### config.mk
export PLATFORM = sky130hd
export DESIGN_NAME = pipe_hazard_ctrl
export DESIGN_NICKNAME = d
export VERILOG_FILES = /design/src/rtl/pipe_hazard_ctrl.sv
export SDC_FILE = /design/constraint.sdc
export NUM_CORES = 1
export LEC_CHECK = 0
export BUFFER_PORTS_ARGS = -buffer_cell sky130_fd_sc_hd__buf_2
export CAP_MARGIN = 15
export CORE_UTILIZATION = 48
export CTS_CLUSTER_DIAMETER = 100
export DETAILED_ROUTE_END_ITERATION = 7
export GPL_TIMING_DRIVEN = 0
export PLACE_DENSITY = 0.74
export REMOVE_ABC_BUFFERS = 1
export SLEW_MARGIN = 20
export SYNTH_ARGS = -nofsm -noshare
export SYNTH_HDL_FRONTEND = slang
export SYNTH_SLANG_ARGS = --single-unit
### constraint.sdc
create_clock -name clk -period 2.35 [get_ports clk]
set_input_delay 0.235 -clock clk [delete_from_list [all_inputs] [get_ports clk]]
set_output_delay 0.235 -clock clk [all_outputs]
set_load 0.005 [all_outputs]
### src/rtl/pipe_hazard_ctrl.sv
// Stall/flush sequencer for the 5-stage pipeline: load-use, branch flush, memory wait, timeout halt.
// Control outputs are combinational from inputs and state; counters and FSM update on the clock.
module pipe_hazard_ctrl #(
  parameter int MEM_TIMEOUT = 16,
  parameter int CNT_W       = 32
) (
  input  logic             clk,
  input  logic             rst,
  input  logic [4:0]       id_rs,
  input  logic [4:0]       id_rt,
  input  logic             id_uses_rs,
  input  logic             id_uses_rt,
  input  logic             ex_Memread,
  input  logic [4:0]       ex_rt,
  input  logic             ex_branch_taken,
  input  logic             mem_req,
  input  logic             mem_ready,
  output logic             pc_wen,
  output logic             ifid_wen,
  output logic             ifid_flush,
  output logic             idex_wen,
  output logic             idex_flush,
  output logic             exmem_wen,
  output logic             memwb_flush,
  output logic             mem_err,
  output logic [CNT_W-1:0] stall_cnt,
  output logic [CNT_W-1:0] flush_cnt
);

  localparam logic [1:0] ST_RUN  = 2'd0;
  localparam logic [1:0] ST_WAIT = 2'd1;
  localparam logic [1:0] ST_HALT = 2'd2;
  localparam logic [7:0] TIMEOUT = 8'(MEM_TIMEOUT);

  logic [1:0]       state_q, state_d;
  logic [7:0]       wait_cnt_q, wait_cnt_d;
  logic             mem_err_q, mem_err_d;
  logic [CNT_W-1:0] stall_cnt_q, stall_cnt_d;
  logic [CNT_W-1:0] flush_cnt_q, flush_cnt_d;

  logic halt, freeze, lu, stall_inc, flush_inc;

  assign halt   = (state_q == ST_HALT);
  assign freeze = mem_req & ~mem_ready & ~halt;
  assign lu     = ex_Memread & (ex_rt != 5'd0) &
                  ((id_uses_rs & (id_rs == ex_rt)) | (id_uses_rt & (id_rt == ex_rt)));

  // A branch in the same cycle as load-use wins: the ID instruction is wrong-path.
  assign stall_inc = ~halt & (freeze | (lu & ~ex_branch_taken));
  assign flush_inc = ~halt & ~freeze & ex_branch_taken;

  always_comb begin
    pc_wen      = 1'b1;
    ifid_wen    = 1'b1;
    ifid_flush  = 1'b0;
    idex_wen    = 1'b1;
    idex_flush  = 1'b0;
    exmem_wen   = 1'b1;
    memwb_flush = 1'b0;
    if (rst) begin
      pc_wen      = 1'b0;
      ifid_wen    = 1'b0;
      idex_wen    = 1'b0;
      exmem_wen   = 1'b0;
      ifid_flush  = 1'b1;
      idex_flush  = 1'b1;
      memwb_flush = 1'b1;
    end else if (halt) begin
      pc_wen    = 1'b0;
      ifid_wen  = 1'b0;
      idex_wen  = 1'b0;
      exmem_wen = 1'b0;
    end else if (freeze) begin
      pc_wen      = 1'b0;
      ifid_wen    = 1'b0;
      idex_wen    = 1'b0;
      exmem_wen   = 1'b0;
      memwb_flush = 1'b1;
    end else if (ex_branch_taken) begin
      ifid_flush = 1'b1;
      idex_flush = 1'b1;
    end else if (lu) begin
      pc_wen     = 1'b0;
      ifid_wen   = 1'b0;
      idex_flush = 1'b1;
    end
  end

  always_comb begin
    state_d    = state_q;
    wait_cnt_d = wait_cnt_q;
    mem_err_d  = mem_err_q;
    case (state_q)
      ST_RUN: begin
        if (freeze) begin
          state_d    = ST_WAIT;
          wait_cnt_d = 8'd1;
        end
      end
      ST_WAIT: begin
        if (freeze) begin
          if (wait_cnt_q == TIMEOUT) begin
            state_d   = ST_HALT;
            mem_err_d = 1'b1;
          end else begin
            wait_cnt_d = wait_cnt_q + 8'd1;
          end
        end else begin
          state_d    = ST_RUN;
          wait_cnt_d = 8'd0;
        end
      end
      ST_HALT: state_d = ST_HALT;
      default: begin
        state_d    = ST_RUN;
        wait_cnt_d = 8'd0;
      end
    endcase

    stall_cnt_d = stall_cnt_q;
    flush_cnt_d = flush_cnt_q;
    if (stall_inc && !(&stall_cnt_q)) stall_cnt_d = stall_cnt_q + 1'b1;
    if (flush_inc && !(&flush_cnt_q)) flush_cnt_d = flush_cnt_q + 1'b1;
  end

  always_ff @(posedge clk or posedge rst) begin
    if (rst) begin
      state_q     <= ST_RUN;
      wait_cnt_q  <= 8'd0;
      mem_err_q   <= 1'b0;
      stall_cnt_q <= '0;
      flush_cnt_q <= '0;
    end else begin
      state_q     <= state_d;
      wait_cnt_q  <= wait_cnt_d;
      mem_err_q   <= mem_err_d;
      stall_cnt_q <= stall_cnt_d;
      flush_cnt_q <= flush_cnt_d;
    end
  end

  assign mem_err   = mem_err_q;
  assign stall_cnt = stall_cnt_q;
  assign flush_cnt = flush_cnt_q;

endmodule

==> metrics <==
result of the run=complete, no violations; Die Span X=91.0 µm; most frequently used flop master after synthesis=dfrtp_1; Global Route Usage Sum=0.206; Final Hold Fails=0; final setup fails=0; async set or reset register ratio after synthesis=1.00; TritonCTS clock tree=done; share of the synthesized area in compound gates (AO/OA/AOI/OAI)=0.0392; internal portion of total power=2.23 mW; delay of the slowest cell on the worst path=0.64 ns; clock skew after layout=0.0116 ns; Synth Area in Adders=0.0132; Switching Fraction=0.264; source-to-sink clock delay at the later pin of the worst-skew pair=0.35 ns; HPWL reported at the end of detailed placement=6.06 mm; global-route wire length before repair=13.8 mm; number of flip-flops and latches in the synthesized netlist=75; class of the tightest hold or removal check=primary input to register; total non-filler cell area in the finished layout=4680 µm²; clock-pin transition on the worst setup and hold timing paths=0.08 ns; pin slew with the least headroom to its limit=0.463 ns; clock root buffer=clkbuf_8; syn avg cell area=9.89 µm²; combined area of the multi-input logic cells=1880 µm²; fin crit period=2.25 ns; total power divided by cell area=648 nW/µm²; vias in the first global route=2982; Critical Path AT=2.48 ns; top-level port count=95; Post-Synth XOR/XNOR Area=0.171; WL/cell=14.0 µm; max-capacitance violation count=0; Area growth syn-to-layout=23.3%; CP Buf/Inv Count=1; via-per-instance ratio=5.31; RSZ-0062 raised after global routing=true; register area share after synthesis=0.494; register share of total power=0.499; Slowest-stage cell, CP=or4_4; most used standard cell by instance count after synthesis=dfrtp_1; multiplexer area fraction after synthesis=0.00593; most area-consuming cells after synthesis=dfrtp_1 (49%), xor2_1 (11%), xnor2_1 (6.2%); first drt pass iteration count=4; Max Clock Freq=444 MHz; data required time of the worst path=2.58 ns; count of antenna diodes in the layout=0; via count=3145; count of nets after finishing=512; cell family contributing the most delay on the critical path=simple AND/OR/NAND/NOR gates; most area-hungry cell type in the Yosys netlist=dfrtp_1; die outline area=8270 µm²; leakage power=2.40 nW; leftover overflow at the end of global routing=0; largest voltage drop on the vdd net=0.655 mV; Floorplan Core Area=7690 µm²; combinational family with the most area after synthesis=simple AND/OR/NAND/NOR gates; worst setup path class=register to register; largest net degree at the start of global routing=50; final worst-path cycle share=0.959; nature of the critical path endpoint=register; number of buffers on the longest clock path=2; final wirelength=8.27 mm; initial antenna violation count=0; count of routing violations after the opening detailed-route iteration=127; fraction of the mapped netlist area in simple logic gates=0.255; max_slew headroom=0.690; warnings from Yosys=0; Psw=0.802 mW; cts bufs inserted=9; number of enable flip-flop cells after synthesis=0; site row count=32; worst hold margin=0.422 ns; remaining routing DRC violations=0; logic gate share of total power=0.125; most common library cells after synthesis=dfrtp_1 (75), xor2_1 (47), nand2_1 (38); clk sinks=75; number of library cell types mapped by synthesis=39; fraction of layout instances using a drive strength above 1=0.263; number of nets still failing antenna checks after routing=0; effective utilization at floorplan=0.494; Final Wtd Congestion=0.860; post-synth top area share=0.494; list of cells traversed by the critical path=nand4_1 > or4_4 > nor4_4 > buf_4 > nor2_2 > and3_1 > xor2_1; clock group share of total power=0.376; area of placed instances=4390 µm²; Die Span Y=91.0 µm; synthesized cell area=3800 µm²; register area=1880 µm²; Buffers on Ports=94; critical path peak fanout=7; deepest level of the CTS H-tree=3; layout filler cell count=685; post-synthesis cell count=384; count of pins over their slew limit=0; kind of launch point of the worst setup path=register
[power groups by stage]
| stage | sequential (mW) | clock [mW] | combinational, mW |
|---|---|---|---|
| final | 1.51 | 1.14 | 0.380 |
| after detailed placement | 1.53 | 0 | 0.378 |
| after global routing | 1.53 | 1.21 | 0.424 |
| after CTS | 1.50 | 1.16 | 0.381 |
| after global placement | 1.52 | 0 | 0.361 |
| after floorplan | 1.52 | 0 | 0.199 |
[registers in the layout, indices dropped and copies added, names as in the netlist]
signal and flops:
flush_cnt 32, wait_cnt_q 8, state_q 2, mem_err 1, stall_cnt 32
[worst paths after layout]
kind,start,endpoint,slack [ns],depth (start not counted)
setup / recovery,flush_cnt[5],flush_cnt[17],0.1,7
hold / removal,mem_req,state_q[0],0.42,4
setup reg to reg,flush_cnt[5],flush_cnt[17],0.1,7
hold reg to reg,mem_err,mem_err,0.48,1
max in group asynchronous,rst,stall_cnt[0],1.34,4
min in group asynchronous,rst,flush_cnt[1],0.44,3
[metal layers]
layer / share of wire / track usage / vias up / wire length (µm)
met2: 0.49 / 0.345 / 78 / 4030
met3: 0.042 / 0.0327 / 13 / 346
met5: 0 / 0 / - / 0
met1: 0.46 / 0.271 / 1513 / 3760
met4: 0.016 / 0.0741 / 0 / 134
li1: - / - / 1541 / -
[per-stage QoR]
step           utilization  cells  setup WS, ns  power, mW  setup TNS, ns
3_3_place_gp         0.567    573         -1.00       1.88         -68.51
5_1_grt              0.609    592       -0.0170       3.16        -0.0351
2_1_floorplan            -    377        -0.204       1.72         -0.204
4_1_cts              0.605    591        0.0368       3.05              0
6_report             0.609    592        0.0960       3.04              0
3_5_place_dp         0.570    574        -0.489       1.91         -10.14
[worst min-delay path, cell delays in order]
cell and delay [ns]:
buf_2 0.09, nand2b_1 0.16, or2_2 0.18, a21oi_1 0.06
[repair_timing]
item,CTS,global route
endpoints found under the hold margin,27,0
gates resized for setup,3,8
hold buffers,1,0
gates cloned,0,0
setup buffers,0,1
pin swaps,0,4
setup endpoints to repair,36,20
[final cells by class]
type | instances | share of cell area
timing repair buffer | 97 | 0.110
clock buffer | 11 | 0.0323
inverter | 11 | 0.00935
sequential | 75 | 0.402
tap | 102 | 0.0272
multi-input combinational | 291 | 0.401
clock inverter | 5 | 0.0182
[kinds of logic (layout without fill, tap and decap cells)]
logic type                 count (synthesis)  in the layout
buffers and inverters                     18            124
DFF                                       75             75
xor gates and xnor gates                  74             74
muxes                                      2              2
adders and majority gates                  4              4
AOI/OAI and AO/OA                         25             25
and+or+nand+nor                          186            186
[cells in the final DEF (no fill, tap or decap), types with 6 or more instances in the layout]
cell type   n
clkbuf_8   11
inv_1      10
nor2_1     33
buf_2      94
nand4_1    21
and4_1      6
dfrtp_1    71
nor4_1      7
nor3_1     24
nand2_1    38
and3_1      6
o21ai_0     9
nand3_1    23
xor2_1     47
xnor2_1    27
Note: power is estimated with default switching activity, not from simulation.
